--- src/rtl/baud_pkg.sv ---
// -----------------------------------------------------------------------------
// baud_pkg
//   Shared types and helpers for the fractional baud/tick generator family.
//   - div_t       : {div_int, div_frac} divisor pair at the default widths
//   - OVS_DEFAULT : default oversample ratio
//   - calc_div    : derive a divisor for a clock/baud/oversample combination,
//                   rounded to the nearest 1/2^FW_DEFAULT of a cycle
// -----------------------------------------------------------------------------
package baud_pkg;

    localparam int unsigned CW_DEFAULT  = 16;
    localparam int unsigned FW_DEFAULT  = 4;
    localparam int unsigned OVS_DEFAULT = 16;

    typedef struct packed {
        logic [CW_DEFAULT-1:0] div_int;
        logic [FW_DEFAULT-1:0] div_frac;
    } div_t;

    function automatic div_t calc_div(input longint unsigned clk_hz,
                                      input longint unsigned baud,
                                      input longint unsigned ovs);
        longint unsigned den;
        longint unsigned scaled;
        div_t            d;
        den = baud * ovs;
        if (den == 0) den = 1;
        // Divisor in fixed point with FW_DEFAULT fraction bits, rounded.
        scaled     = ((clk_hz << FW_DEFAULT) + (den >> 1)) / den;
        d.div_int  = scaled[FW_DEFAULT +: CW_DEFAULT];
        d.div_frac = scaled[FW_DEFAULT-1:0];
        return d;
    endfunction

endpackage

--- src/rtl/frac_baud_gen_if.sv ---
// -----------------------------------------------------------------------------
// frac_baud_gen_if
//   Control/status bundle of frac_baud_gen.
//   master : drives en, clr, div_wr, div_int, div_frac; sees tick, bit_tick,
//            ovs_phase, div_ack
//   slave  : the generator side (mirror of master)
// -----------------------------------------------------------------------------
interface frac_baud_gen_if
    import baud_pkg::*;
#(
    parameter int unsigned CW  = CW_DEFAULT,
    parameter int unsigned FW  = FW_DEFAULT,
    parameter int unsigned OVS = OVS_DEFAULT
);
    localparam int unsigned PW = $clog2(OVS);

    logic          en;
    logic          clr;
    logic          div_wr;
    logic [CW-1:0] div_int;
    logic [FW-1:0] div_frac;
    logic          tick;
    logic          bit_tick;
    logic [PW-1:0] ovs_phase;
    logic          div_ack;

    modport master (
        output en, clr, div_wr, div_int, div_frac,
        input  tick, bit_tick, ovs_phase, div_ack
    );

    modport slave (
        input  en, clr, div_wr, div_int, div_frac,
        output tick, bit_tick, ovs_phase, div_ack
    );

endinterface

--- src/rtl/ovs_divider.sv ---
// -----------------------------------------------------------------------------
// ovs_divider
//   Mod-OVS oversample phase counter.
//   clk, rst : clock, asynchronous active-high reset
//   clr      : synchronous return to phase 0
//   adv      : advance one phase (terminal count of the period counter)
//   phase    : current oversample index 0..OVS-1
//   wrap     : adv while at OVS-1, i.e. the phase is about to return to 0
// -----------------------------------------------------------------------------
module ovs_divider
    import baud_pkg::*;
#(
    parameter  int unsigned OVS = OVS_DEFAULT,
    localparam int unsigned PW  = $clog2(OVS)
) (
    input  logic          clk,
    input  logic          rst,
    input  logic          clr,
    input  logic          adv,
    output logic [PW-1:0] phase,
    output logic          wrap
);
    localparam logic [PW-1:0] LAST = PW'(OVS - 1);

    logic [PW-1:0] phase_q, phase_d;

    always_comb begin
        phase_d = phase_q;
        if (clr)
            phase_d = '0;
        else if (adv)
            phase_d = (phase_q == LAST) ? '0 : phase_q + PW'(1);
    end

    always_ff @(posedge clk or posedge rst) begin
        if (rst) phase_q <= '0;
        else     phase_q <= phase_d;
    end

    assign phase = phase_q;
    assign wrap  = adv & (phase_q == LAST);

endmodule

--- src/rtl/frac_baud_gen.sv ---
// -----------------------------------------------------------------------------
// frac_baud_gen
//   Runtime-programmable oversample tick generator with fractional divisor.
//   Average tick period = max(div_int,1) + div_frac/2^FW cycles; bit_tick
//   fires on every OVS-th tick.
//   clk, rst : clock, asynchronous active-high reset
//   bus      : frac_baud_gen_if.slave
//              en/clr       count enable / synchronous restart
//              div_wr       strobe capturing div_int/div_frac into the shadow
//              tick         registered oversample tick
//              bit_tick     registered tick at ovs_phase wrap to 0
//              ovs_phase    oversample index
//              div_ack      pulse when the shadow divisor becomes active
//   Build option FRAC_BAUD_GEN_FRAC_EN: enables the fractional accumulator.
//   Without it div_frac is ignored and every period is max(div_int,1).
// -----------------------------------------------------------------------------
module frac_baud_gen
    import baud_pkg::*;
#(
    parameter int unsigned CW      = 16,
    parameter int unsigned FW      = 4,
    parameter int unsigned OVS     = OVS_DEFAULT,
    parameter int unsigned DIV_RST = 326
) (
    input  logic           clk,
    input  logic           rst,
    frac_baud_gen_if.slave bus
);
    localparam int unsigned PW = $clog2(OVS);

    logic [CW-1:0] cnt_q, cnt_d;
    logic [CW-1:0] act_int_q, act_int_d;
    logic [CW-1:0] sh_int_q, sh_int_d;
    logic          pend_q, pend_d;
    logic          tick_q, tick_d;
    logic          bit_tick_q, bit_tick_d;
    logic          ack_q, ack_d;

    logic [CW-1:0] eff_int;
    logic [CW:0]   len_m1;
    logic          carry_cur;
    logic          term, apply, adv, wrap;
    logic [PW-1:0] phase;

`ifdef FRAC_BAUD_GEN_FRAC_EN
    logic [FW-1:0] act_frac_q, act_frac_d;
    logic [FW-1:0] sh_frac_q, sh_frac_d;
    logic [FW-1:0] acc_q, acc_d;
    logic          carry_q, carry_d;
    logic [FW-1:0] next_frac;

    assign carry_cur = carry_q;
    // The carry sizes the period that starts now, so it uses the fraction
    // that will be active for that period (the shadow if it applies here).
    assign next_frac = apply ? sh_frac_q : act_frac_q;
`else
    logic [FW-1:0] unused_frac;

    assign carry_cur   = 1'b0;
    assign unused_frac = bus.div_frac;
`endif

    assign eff_int = (act_int_q == '0) ? CW'(1) : act_int_q;
    assign len_m1  = {1'b0, eff_int} + {{CW{1'b0}}, carry_cur} - (CW+1)'(1);
    // >= rather than ==: a divisor applied while frozen may be shorter than
    // the count already reached; the period then ends on the next enabled cycle.
    assign term    = ({1'b0, cnt_q} >= len_m1);
    assign apply   = pend_q & ~bus.clr & (~bus.en | term);
    assign adv     = bus.en & ~bus.clr & term;

    ovs_divider #(.OVS(OVS)) u_ovs (
        .clk   (clk),
        .rst   (rst),
        .clr   (bus.clr),
        .adv   (adv),
        .phase (phase),
        .wrap  (wrap)
    );

    always_comb begin
        cnt_d      = cnt_q;
        act_int_d  = act_int_q;
        sh_int_d   = sh_int_q;
        pend_d     = pend_q;
        tick_d     = 1'b0;
        bit_tick_d = 1'b0;
        ack_d      = apply;
`ifdef FRAC_BAUD_GEN_FRAC_EN
        act_frac_d = act_frac_q;
        sh_frac_d  = sh_frac_q;
        acc_d      = acc_q;
        carry_d    = carry_q;
`endif
        if (apply) begin
            act_int_d = sh_int_q;
            pend_d    = 1'b0;
`ifdef FRAC_BAUD_GEN_FRAC_EN
            act_frac_d = sh_frac_q;
`endif
        end
        // Evaluated after apply: a write coinciding with an apply stays pending.
        if (bus.div_wr) begin
            sh_int_d = bus.div_int;
            pend_d   = 1'b1;
`ifdef FRAC_BAUD_GEN_FRAC_EN
            sh_frac_d = bus.div_frac;
`endif
        end
        if (bus.clr) begin
            cnt_d = '0;
`ifdef FRAC_BAUD_GEN_FRAC_EN
            acc_d   = '0;
            carry_d = 1'b0;
`endif
        end else if (bus.en) begin
            if (term) begin
                cnt_d      = '0;
                tick_d     = 1'b1;
                bit_tick_d = wrap;
`ifdef FRAC_BAUD_GEN_FRAC_EN
                {carry_d, acc_d} = {1'b0, acc_q} + {1'b0, next_frac};
`endif
            end else begin
                cnt_d = cnt_q + CW'(1);
            end
        end
    end

    always_ff @(posedge clk or posedge rst) begin
        if (rst) begin
            cnt_q      <= '0;
            act_int_q  <= CW'(DIV_RST);
            sh_int_q   <= '0;
            pend_q     <= 1'b0;
            tick_q     <= 1'b0;
            bit_tick_q <= 1'b0;
            ack_q      <= 1'b0;
        end else begin
            cnt_q      <= cnt_d;
            act_int_q  <= act_int_d;
            sh_int_q   <= sh_int_d;
            pend_q     <= pend_d;
            tick_q     <= tick_d;
            bit_tick_q <= bit_tick_d;
            ack_q      <= ack_d;
        end
    end

`ifdef FRAC_BAUD_GEN_FRAC_EN
    always_ff @(posedge clk or posedge rst) begin
        if (rst) begin
            act_frac_q <= '0;
            sh_frac_q  <= '0;
            acc_q      <= '0;
            carry_q    <= 1'b0;
        end else begin
            act_frac_q <= act_frac_d;
            sh_frac_q  <= sh_frac_d;
            acc_q      <= acc_d;
            carry_q    <= carry_d;
        end
    end
`endif

    assign bus.tick      = tick_q;
    assign bus.bit_tick  = bit_tick_q;
    assign bus.ovs_phase = phase;
    assign bus.div_ack   = ack_q;

endmodule

--- src/flat_wrapper.sv ---
// flat-port wrapper written by rule: the top's interface ports become plain ports
module frac_baud_gen_flat import baud_pkg::*;
#(
    parameter int unsigned CW      = 16,
    parameter int unsigned FW      = 4,
    parameter int unsigned OVS     = OVS_DEFAULT,
    parameter int unsigned DIV_RST = 326
)
  (clk, rst, bus_en, bus_clr, bus_div_wr, bus_div_int, bus_div_frac, bus_tick, bus_bit_tick, bus_ovs_phase, bus_div_ack);
  frac_baud_gen_if #(.CW(CW), .FW(FW), .OVS(OVS)) bus_i ();
  input  logic clk;
  input  logic rst;
  input wire logic [$bits(bus_i.en)-1:0] bus_en;
  input wire logic [$bits(bus_i.clr)-1:0] bus_clr;
  input wire logic [$bits(bus_i.div_wr)-1:0] bus_div_wr;
  input wire logic [$bits(bus_i.div_int)-1:0] bus_div_int;
  input wire logic [$bits(bus_i.div_frac)-1:0] bus_div_frac;
  output wire logic [$bits(bus_i.tick)-1:0] bus_tick;
  output wire logic [$bits(bus_i.bit_tick)-1:0] bus_bit_tick;
  output wire logic [$bits(bus_i.ovs_phase)-1:0] bus_ovs_phase;
  output wire logic [$bits(bus_i.div_ack)-1:0] bus_div_ack;
  assign bus_i.en = bus_en;
  assign bus_i.clr = bus_clr;
  assign bus_i.div_wr = bus_div_wr;
  assign bus_i.div_int = bus_div_int;
  assign bus_i.div_frac = bus_div_frac;
  assign bus_tick = bus_i.tick;
  assign bus_bit_tick = bus_i.bit_tick;
  assign bus_ovs_phase = bus_i.ovs_phase;
  assign bus_div_ack = bus_i.div_ack;
  frac_baud_gen #(.CW(CW), .FW(FW), .OVS(OVS), .DIV_RST(DIV_RST)) u_core (.clk(clk), .rst(rst), .bus(bus_i));
endmodule
--- config.mk ---
export PLATFORM = sky130hd
export DESIGN_NAME = frac_baud_gen_flat
export DESIGN_NICKNAME = d
export VERILOG_FILES = /design/src/rtl/baud_pkg.sv /design/src/rtl/frac_baud_gen_if.sv /design/src/rtl/ovs_divider.sv /design/src/rtl/frac_baud_gen.sv /design/src/flat_wrapper.sv
export SDC_FILE = /design/constraint.sdc
export NUM_CORES = 1
export LEC_CHECK = 0
export BUFFER_PORTS_ARGS = -buffer_cell sky130_fd_sc_hd__buf_2
export CAP_MARGIN = 20
export CELL_PAD_IN_SITES_DETAIL_PLACEMENT = 1
export CELL_PAD_IN_SITES_GLOBAL_PLACEMENT = 1
export CORE_MARGIN = 2
export CORE_UTILIZATION = 50
export DETAILED_ROUTE_END_ITERATION = 8
export PLACE_DENSITY = 0.89
export SLEW_MARGIN = 30
export SYNTH_ARGS = -nofsm -noshare
export SYNTH_HDL_FRONTEND = slang
export SYNTH_SLANG_ARGS = --single-unit
--- constraint.sdc ---
create_clock -name clk -period 10.3 [get_ports clk]
set_input_delay 1.545 -clock clk [delete_from_list [all_inputs] [get_ports clk]]
set_output_delay 1.545 -clock clk [all_outputs]
set_load 0.01 [all_outputs]
==> metrics.md, run 1 <==
| Metric | Value |
|---|---|
| Cell accounting for the most synthesized area | `dfrtp_1` |
| Netlist area before placement | `3160 sq um` |
| Worst slack at placement | `4.97 ns` |
| CTS-repair resized insts | `0` |
| Height of the chip | `83.4 um` |
| Clock transition time at the flip-flop clock pins of the worst setup and hold paths | `0.09 ns` |
| Synthesized instance count | `291` |
| Synth warn | `0` |
| Hold Worst Slack | `0.517 ns` |
| Ant. Diodes | `0` |
| Layout Cell Area excl Fill | `3440 sq um` |
| Share of the core filled with cells in the final layout | `57.1%` |
| RD Place Congestion | `0.787` |
| Overflow after GRT | `0` |
| Proportion of synthesized flip-flops having asynchronous set or reset | `100%` |
| Number of sinks driven by the clock tree | `56` |
| Startpoint type of the worst setup path | `flop` |
| Number of failing setup endpoints in the final timing report | `0` |
| Number of different library cells in the post-synthesis netlist | `44` |
| Area of the core region | `6030 sq um` |
| Sequential share of the synthesized area | `44.6%` |
| Result of the run | `completed` |
| Number of maximum-capacitance violations | `0` |
| Worst Setup End Kind | `flop` |
| Syn avg cell area | `10.8 sq um` |
| Initial core utilization | `52.4%` |
| Net count of the mapped netlist | `335` |
| Cell chosen for the clock root | `clkbuf_8` |
| Post-detailed-placement half-perimeter wirelength | `5120 um` |
| Via count of the first global-routing pass | `2492` |
| Path class of the lowest-slack min-delay path | `flop to flop` |
| Floorplan die area | `6960 sq um` |
| Number of port buffers | `27` |
| Synth area leaders | `dfrtp_1, mux2_2, ha_1` |
| Ratio of routed vias to standard cells | `6.02` |
| Largest net degree at the start of global routing | `57` |
| Clk buf depth | `2` |
| Hold Fails Final Rpt | `0` |
| Min cycle time layout | `5.46 ns` |
| Clock Skew | `0.0118 ns` |
| Level count of the clock H-tree | `2` |
| Clock Latency Late Sink | `0.31 ns` |
| Total power consumption of the routed design | `0.523 mW` |
| Setup repair after global routing missed its margin | `no` |
| Wire length per cell | `18.5 um` |
| Placed cell areas | `3340 sq um` |
| Number of design rule violations left after detail routing | `0` |
| Leakage power | `1.49 nW` |
| TritonCTS Buffers | `5` |
| Fraction of final layout cells with drive strength greater than 1 | `24.7%` |
| Count of routing violations after the opening detailed-route iteration | `117` |
| Area Overhead vs Synth | `9.12%` |
| Number of antenna violations at the first check in global routing | `0` |
| Cell count after placement | `383` |
| Wire length of the first global-routing pass | `12200 um` |
| Total routing resource utilization after global routing | `21.7%` |
| Data required time at the worst endpoint | `10.49 ns` |
| Areal power density over the cells | `152 nW/um^2` |
| Number of pins with negative max-slew slack in the final report | `0` |
| Highest-count cells in the layout ignoring fill and taps | `dfrtp_1, buf_2, mux2_2` |
| Post-CTS Setup Repair Bufs | `0` |
| Setup Total Neg Slack | `0 ns` |
| Setup Crit Path Kind | `flop to flop` |
| Clock tree from TritonCTS | `built` |
| Final Non-Filler Cells | `391` |
| EDFF count, synth | `0` |
| Cell row count | `28` |
| Crit-path max FO | `17` |
| # hold bufs at CTS | `0` |
| Number of nets with antenna violations after routing | `0` |
| Area fraction of the dominant cell type after synthesis | `41.2%` |
| Dominant synthesized flop cell | `dfrtp_1` |
| #FFs+latches synth | `56` |
| Routed WL | `7220 um` |
| Arrival time at the worst endpoint | `5.66 ns` |
| Nets | `359` |
| Peak ir drop on the vdd network | `0.0845 mV` |
| Rel. slew slack | `36.4%` |
| First-pass iteration count of the detailed router | `4` |
| Filler cell count | `670` |
| Highest achievable clock rate | `0.183 GHz` |
| Actual slew at the worst max-slew pin | `0.955 ns` |
| Vias | `2353` |
| Die Wd | `83.4 um` |
| Most common library cell in the layout ignoring fill and taps | `dfrtp_1` |
| Final worst path period share | `53.0%` |
| Crit path setup slack, layout | `4.84 ns` |
| I/O pin total | `32` |
==> critical path, cell delays in order (launching register included) <==
cell and delay [ns]:
dfrtp_1 0.43, or4_1 0.57, or4_4 0.47, nor3_1 0.37
nor2_1 0.12, ha_1 0.24, nor3b_1 0.18, nand2_1 0.10
or3_1 0.13, or2_2 0.14, nor4_1 0.06, xnor2_1 0.14
ha_1 0.29, and4_1 0.18, nand4_1 0.14, nor4_1 0.49
o21a_1 0.84, mux2_2 0.43
==> worst paths after layout <==
check	from	to	slack, ns	depth (start not counted)
max reg2reg	u_core.act_int_q[4]	u_core.act_int_q[9]	4.84	17
max	u_core.act_int_q[4]	u_core.act_int_q[9]	4.84	17
min	u_core.sh_int_q[2]	u_core.act_int_q[2]	0.52	1
min reg2reg	u_core.sh_int_q[2]	u_core.act_int_q[2]	0.52	1
max in group asynchronous	rst	u_core.act_int_q[3]	8.38	3
min in group asynchronous	rst	u_core.bus.tick	1.40	3
==> power by group <==
| part | leakage (nW) | total (mW) | internal, mW | switching (mW) |
|---|---|---|---|---|
| clock | 0.0552 | 0.145 | 0.0724 | 0.0729 |
| combinational | 0.740 | 0.103 | 0.0542 | 0.0490 |
| sequential | 0.700 | 0.274 | 0.246 | 0.0285 |
==> kinds of logic after synthesis <==
family	synth area share [%]
multiplexers	12.5
buffers and inverters	2.74
flip-flops	44.6
AO/OA/AOI/OAI	11.9
AND/OR/NAND/NOR	15.5
XOR/XNOR	5.27
adder cells (fa/ha/maj)	7.53
==> area by class of cell <==
| type | count | area [sq um] | share of cell area, % |
|---|---|---|---|
| clock buffer | 6 | 72.6 | 2.11 |
| clock inverter | 2 | 35.0 | 1.02 |
| inverter | 8 | 30.0 | 0.872 |
| multi-input combinational | 216 | 1660 | 48.3 |
| sequential | 56 | 1410 | 40.8 |
| tap | 75 | 93.8 | 2.73 |
| timing repair buffer | 28 | 143 | 4.14 |
==> layer usage <==
metal | GRT usage [%] | vias up | part of all wire [%]
li1 | - | 1124 | -
met1 | 27.6 | 1173 | 45
met2 | 38.2 | 44 | 51
met3 | 3.08 | 12 | 2.6
met4 | 6.74 | 0 | 1.7
met5 | 0 | - | 0
==> sequential cells by signal (all words and copies together), names as in the netlist <==
signal,count
u_core.act_int_q,16
u_core.cnt_q,16
u_core.sh_int_q,16
u_core.u_ovs.phase,4
u_core.bus.bit_tick,1
u_core.bus.div_ack,1
u_core.bus.tick,1
u_core.pend_q,1
==> synth_stat cells, types with 4 or more instances <==
master,n
nand4_1,5
xor2_1,10
mux2_2,23
a211oi_1,7
dfrtp_1,52
clkbuf_1,9
dfstp_2,4
xnor2_1,9
o31ai_1,5
mux2_4,9
nor4_1,4
or3_1,5
nor3_1,9
nand2_1,22
ha_1,19
nor2_1,16
inv_1,8
nand3_1,13
a21oi_1,12
o211ai_1,6
Note: power is estimated with default switching activity, not from simulation.
==> run 2, diff against run 1 <==
--- a/config.mk
+++ b/config.mk
@@ -10,9 +10,9 @@
 export CELL_PAD_IN_SITES_DETAIL_PLACEMENT = 1
 export CELL_PAD_IN_SITES_GLOBAL_PLACEMENT = 1
 export CORE_MARGIN = 2
-export CORE_UTILIZATION = 50
+export CORE_UTILIZATION = 42
 export DETAILED_ROUTE_END_ITERATION = 8
-export PLACE_DENSITY = 0.89
+export PLACE_DENSITY = 0.8
 export SLEW_MARGIN = 30
 export SYNTH_ARGS = -nofsm -noshare
 export SYNTH_HDL_FRONTEND = slang
==> constraint.sdc (replaced) <==
create_clock -name clk -period 4.81 [get_ports clk]
set_input_delay 0.7215 -clock clk [delete_from_list [all_inputs] [get_ports clk]]
set_output_delay 0.7215 -clock clk [all_outputs]
set_load 0.01 [all_outputs]
==> run 2 against run 1 <==
Combinational power is 140% higher. Critical path depth is 3 higher. Final area is 4.3% higher. Core utilization is 7.6 points lower. Worst setup slack worse by 4.5 ns. Non-clock buffer count is 12 higher. Sequential power is 110% higher. Largest cell class unchanged. Count of clock-buffer cells in the layout stayed put. Largest power group unchanged. Register-to-register slack worse by 4.5 ns. Global-route usage is 4.0 points lower.
==> metrics.md, run 2 (same netlist as run 1, synthesis figures left out) <==
| Metric | Value |
|---|---|
| Result of the run | `completed` |
| Area of the core region | `7250 sq um` |
| Number of nets with antenna violations after routing | `0` |
| Data required time at the worst endpoint | `5.01 ns` |
| Leakage power | `1.55 nW` |
| Setup Crit Path Kind | `flop to flop` |
| Post-CTS Setup Repair Bufs | `0` |
| Area Overhead vs Synth | `13.8%` |
| Clock tree from TritonCTS | `built` |
| Nets | `371` |
| Cell chosen for the clock root | `clkbuf_8` |
| Height of the chip | `90.7 um` |
| Die Wd | `90.7 um` |
| Min cycle time layout | `4.49 ns` |
| Worst slack at placement | `0.0320 ns` |
| Most used cell along the critical path | `ha_1` |
| Routed WL | `6880 um` |
| I/O pin total | `32` |
| Number of sinks driven by the clock tree | `56` |
| Reg2reg setup slack | `0.32 ns` |
| Cell row count | `31` |
| Footprint of the multi-input gates | `1700 sq um` |
| Fraction of final layout cells with drive strength greater than 1 | `29.6%` |
| Placed cell areas | `3470 sq um` |
| Crit-path max FO | `17` |
| Arrival time at the worst endpoint | `4.69 ns` |
| Worst R2R Path Depth | `20` |
| Number of antenna violations at the first check in global routing | `0` |
| Registers with the most flip-flops | `u_core.act_int_q (16), u_core.cnt_q (16), u_core.sh_int_q (16)` |
| Most common library cell in the layout ignoring fill and taps | `dfrtp_1` |
| Sequential standard cell area | `1410 sq um` |
| Number of failing setup endpoints in the final timing report | `0` |
| Level count of the clock H-tree | `2` |
| Worst Hold End | `u_core.sh_int_q[12]` |
| Number of maximum-capacitance violations | `0` |
| Initial core utilization | `43.5%` |
| Wire length of the first global-routing pass | `12000 um` |
| Actual slew at the worst max-slew pin | `0.719 ns` |
| Highest achievable clock rate | `0.223 GHz` |
| Post-detailed-placement half-perimeter wirelength | `5120 um` |
| Clock Latency Late Sink | `0.31 ns` |
| Layout Cell Area excl Fill | `3590 sq um` |
| Filler cell count | `818` |
| Setup repair after global routing missed its margin | `no` |
| Crit path setup slack, layout | `0.318 ns` |
| Floorplan die area | `8220 sq um` |
| Total power consumption of the routed design | `1.08 mW` |
| Sequence of cells on the critical path | `or4_1, or4_4, nor3_1, buf_4, nor2_2, ha_1, nor3b_4, nand2_1, or3_1, or2_2, nor4_2, xnor2_1, ha_1, nand4_1, a21oi_1, nor2_1, o31ai_2, o21a_1, buf_12, mux2_2` |
| TritonCTS Buffers | `5` |
| Count of routing violations after the opening detailed-route iteration | `50` |
| Number of design rule violations left after detail routing | `0` |
| Hold Fails Final Rpt | `0` |
| Startpoint type of the worst setup path | `flop` |
| Worst Setup End Kind | `flop` |
| Cell class contributing the biggest share of worst-path delay | `simple AND/OR/NAND/NOR gates` |
| Areal power density over the cells | `301 nW/um^2` |
| Buffer and inverter count on the worst path | `2` |
| Rel. slew slack | `51.9%` |
| Crit-path slowest cell | `or4_1` |
| Vias | `2391` |
| Clock transition time at the flip-flop clock pins of the worst setup and hold paths | `0.10 ns` |
| Clk buf depth | `2` |
| Clock Skew | `0.0111 ns` |
| Wire length per cell | `16.1 um` |
| Largest net degree at the start of global routing | `57` |
| Ratio of routed vias to standard cells | `5.60` |
| Ant. Diodes | `0` |
| WHS Path Cells | `1` |
| Overflow after GRT | `0` |
| First-pass iteration count of the detailed router | `5` |
| Highest-count cells in the layout ignoring fill and taps | `dfrtp_1, buf_2, mux2_2` |
| Critical R2R Launch | `u_core.act_int_q[4]` |
| Peak ir drop on the vdd network | `0.167 mV` |
| Setup Total Neg Slack | `0 ns` |
| Number of port buffers | `27` |
| Via count of the first global-routing pass | `2521` |
| Critical path's largest stage delay | `0.54 ns` |
| Reg2Reg Capture Point | `u_core.act_int_q[10]` |
| Path class of the lowest-slack min-delay path | `flop to flop` |
| Hold Crit Start | `u_core.sh_int_q[12]` |
| RD Place Congestion | `0.790` |
| Number of pins with negative max-slew slack in the final report | `0` |
| Total routing resource utilization after global routing | `17.7%` |
| Final worst path period share | `93.4%` |
run 2: cell count changes in the layout (fill, tap and decap cells not counted), sizes merged:
| cell | delta |
|---|---|
| buf | +12 |
| bufinv | -1 |
| clkinvlp | +1 |
run 2: worst max path at each step:
| stage | start | end | slack (ns) | cells past startpoint |
|---|---|---|---|---|
| floorplan | u_core.act_int_q[4] | u_core.act_int_q[0] | 0.44 | 19 |
| global placement | u_core.act_int_q[6] | u_core.act_int_q[12] | 0.18 | 19 |
| detailed placement | u_core.act_int_q[6] | u_core.act_int_q[10] | 0.03 | 19 |
| CTS | u_core.act_int_q[6] | u_core.act_int_q[10] | 0.12 | 19 |
| global route | u_core.act_int_q[4] | u_core.act_int_q[10] | 0.03 | 20 |
| finish | u_core.act_int_q[4] | u_core.act_int_q[10] | 0.32 | 20 |
run 2: cell type report:
| type | instances | share of cell area, % |
|---|---|---|
| clock buffer | 6 | 2.02 |
| clock inverter | 2 | 0.348 |
| inverter | 8 | 0.836 |
| multi-input combinational | 216 | 47.4 |
| sequential | 56 | 39.2 |
| tap | 99 | 3.45 |
| timing repair buffer | 40 | 6.83 |
run 2: worst register-to-register path, cell delays in order, from the launching register on:
cell     delay (ns)
dfrtp_1        0.39
or4_1          0.54
or4_4          0.47
nor3_1         0.19
buf_4          0.15
nor2_2         0.04
ha_1           0.20
nor3b_4        0.16
nand2_1        0.10
or3_1          0.12
or2_2          0.15
nor4_2         0.05
xnor2_1        0.14
ha_1           0.35
nand4_1        0.11
a21oi_1        0.13
nor2_1         0.09
o31ai_2        0.27
o21a_1         0.21
buf_12         0.18
mux2_2         0.35
run 2: metal layers:
metal	GRT usage (%)	vias to the layer above	part of all wire (%)
met5	0	-	0
li1	-	1146	-
met3	2.34	4	2.7
met1	22.1	1204	44
met4	3.46	0	0.70
met2	32.6	37	52
run 2: metrics by stage:
| step | hold WS [ns] | utilization [%] | instances |
|---|---|---|---|
| 4_1_cts | 0.520 | 49.1 | 427 |
| 5_1_grt | 0.533 | 49.5 | 427 |
| 2_1_floorplan | 0.475 | - | 291 |
| 3_3_place_gp | 0.487 | 47.8 | 419 |
| 6_report | 0.512 | 49.5 | 427 |
| 3_5_place_dp | 0.496 | 47.8 | 419 |
run 2: what timing repair did:
item | 4_1_cts | 5_1_grt
resized for setup | 1 | 7
endpoints found under the hold margin | 0 | 0
pin swaps | 0 | 2
setup endpoints to repair | 6 | 28
hold buffers | 0 | 0
run 2: report_power, final:
| part | switching (mW) | total [mW] | leakage, nW | internal [mW] |
|---|---|---|---|---|
| logic | 0.111 | 0.244 | 0.808 | 0.133 |
| registers | 0.0561 | 0.582 | 0.700 | 0.526 |
| clock network | 0.151 | 0.253 | 0.0412 | 0.102 |
| total | 0.318 | 1.08 | 1.55 | 0.761 |
==> run 3, diff against run 2 <==
==> constraint.sdc (replaced) <==
create_clock -name clk -period 3.6 [get_ports clk]
set_input_delay 0.54 -clock clk [delete_from_list [all_inputs] [get_ports clk]]
set_output_delay 0.54 -clock clk [all_outputs]
set_load 0.01 [all_outputs]
==> run 3 against run 2 <==
The run now ends with negative setup slack left. Count of clock-buffer cells in the layout decreased by 1. Maximum frequency increased by 3.4%. Sequential power increased by 29%. Combinational power increased by 120%.
==> metrics.md, run 3 (same netlist as run 1, synthesis figures left out) <==
| Metric | Value |
|---|---|
| Setup Crit Path Kind | `flop to flop` |
| Level count of the clock H-tree | `2` |
| Most used cell along the critical path | `or4_4` |
| Leakage power | `1.84 nW` |
| Highest achievable clock rate | `0.230 GHz` |
| Actual slew at the worst max-slew pin | `0.764 ns` |
| Cell count after placement | `440` |
| Post-detailed-placement half-perimeter wirelength | `5970 um` |
| Final worst path period share | `121%` |
| Largest net degree at the start of global routing | `45` |
| Total power consumption of the routed design | `1.67 mW` |
| Nets | `411` |
| Buffer and inverter count on the worst path | `1` |
| Startpoint type of the worst setup path | `flop` |
| Setup repair after global routing missed its margin | `yes` |
| Arrival time at the worst endpoint | `4.57 ns` |
| Reg2reg setup slack | `-0.74 ns` |
| Critical path's largest stage delay | `0.56 ns` |
| Total routing resource utilization after global routing | `22.0%` |
| Area Overhead vs Synth | `32.2%` |
| Clock tree from TritonCTS | `built` |
| Clk buf depth | `2` |
| Hold Fails Final Rpt | `0` |
| Crit path setup slack, layout | `-0.744 ns` |
| Areal power density over the cells | `399 nW/um^2` |
| Ant. Diodes | `0` |
| Min cycle time layout | `4.34 ns` |
| Sequence of cells on the critical path | `or4_4, or4_4, nor3_4, nor2_2, ha_2, nor3b_4, nand2_2, or3_4, or2_4, nor4_2, xnor2_1, ha_1, nand4_1, a21oi_2, nor2_4, o31ai_4, o21a_4, clkbuf_16, mux2_4` |
| Die Wd | `90.7 um` |
| Routed WL | `9700 um` |
| Registers with the most flip-flops | `u_core.act_int_q (16), u_core.cnt_q (16), u_core.sh_int_q (16)` |
| Filler cell count | `797` |
| Cell chosen for the clock root | `clkbuf_8` |
| Cell class contributing the biggest share of worst-path delay | `simple AND/OR/NAND/NOR gates` |
| Area of the core region | `7250 sq um` |
| Wire length of the first global-routing pass | `14400 um` |
| Number of maximum-capacitance violations | `0` |
| Number of pins with negative max-slew slack in the final report | `0` |
| Highest-count cells in the layout ignoring fill and taps | `dfrtp_1, buf_4, buf_2` |
| Number of design rule violations left after detail routing | `0` |
| Crit-path slowest cell | `or4_4` |
| Peak ir drop on the vdd network | `0.259 mV` |
| Clock transition time at the flip-flop clock pins of the worst setup and hold paths | `0.12 ns` |
| Worst slack at placement | `-0.779 ns` |
| Number of failing setup endpoints in the final timing report | `40` |
| Result of the run | `finished, violations left` |
| Worst Setup End Kind | `flop` |
| Ratio of routed vias to standard cells | `5.66` |
| Setup Total Neg Slack | `-24.88 ns` |
| Rel. slew slack | `49.0%` |
| Floorplan die area | `8220 sq um` |
| Footprint of the multi-input gates | `1920 sq um` |
| Most common library cell in the layout ignoring fill and taps | `dfrtp_1` |
| Path class of the lowest-slack min-delay path | `primary input to async pin` |
| Via count of the first global-routing pass | `2888` |
| Number of antenna violations at the first check in global routing | `0` |
| Vias | `2645` |
| Clock Latency Late Sink | `0.33 ns` |
| First-pass iteration count of the detailed router | `4` |
| Number of port buffers | `27` |
| Number of nets with antenna violations after routing | `0` |
| Clock Skew | `0.0114 ns` |
| Final Non-Filler Cells | `467` |
| Hold Worst Slack | `0.305 ns` |
| Number of sinks driven by the clock tree | `56` |
| RD Place Congestion | `0.803` |
| Violated checks | `negative setup slack` |
| Crit-path max FO | `8` |
| Wire length per cell | `20.8 um` |
| Fraction of final layout cells with drive strength greater than 1 | `44.0%` |
| Height of the chip | `90.7 um` |
| TritonCTS Buffers | `5` |
| I/O pin total | `32` |
| Count of routing violations after the opening detailed-route iteration | `69` |
| Overflow after GRT | `0` |
| Initial core utilization | `43.5%` |
| Sequential standard cell area | `1410 sq um` |
| Cell row count | `31` |
| Data required time at the worst endpoint | `3.83 ns` |
## run 3: report_power, final
group	switching, mW	internal (mW)
Clock	0.243	0.141
Combinational	0.255	0.277
Sequential	0.0477	0.703
Total	0.546	1.12
## run 3: area by class of cell
class,count,area share (%)
multi-input cells,217,45.9
flip-flops and latches,56,33.7
repair buffers,79,14.5
well taps,99,2.97
clock buffers,5,1.65
inverters,8,0.750
clock inverters,3,0.540
## run 3: routing by layer
layer  global-route usage, %  routed length, um
met4                    6.28                173
met3                    3.76                241
met1                    26.3               4040
met5                       0                  0
met2                    40.3               5240
## run 3: per-stage QoR
stage          util (%)  area [sq um]
2_1_floorplan         -          3240
3_3_place_gp       50.8          3690
3_5_place_dp       50.8          3690
4_1_cts            54.9          3980
5_1_grt            57.5          4170
6_report           57.5          4170
## run 3: path summary, 6_finish.rpt
check / start / to / cells past startpoint
worst max-delay path: u_core.act_int_q[4] / u_core.act_int_q[5] / 19
worst min-delay path: rst / u_core.act_int_q[15] / 2
worst max register to register: u_core.act_int_q[4] / u_core.act_int_q[5] / 19
worst min register to register: u_core.sh_int_q[10] / u_core.sh_int_q[10] / 1
max in group asynchronous: rst / u_core.act_int_q[6] / 3
min in group clk: bus_div_int[5] / u_core.sh_int_q[5] / 2
## run 3: what timing repair did
item	CTS	global route
cloned	0	3
pin swaps	7	16
setup buffers	11	5
resized for setup	27	22
endpoints found under the setup margin	40	40
hold buffers	0	0
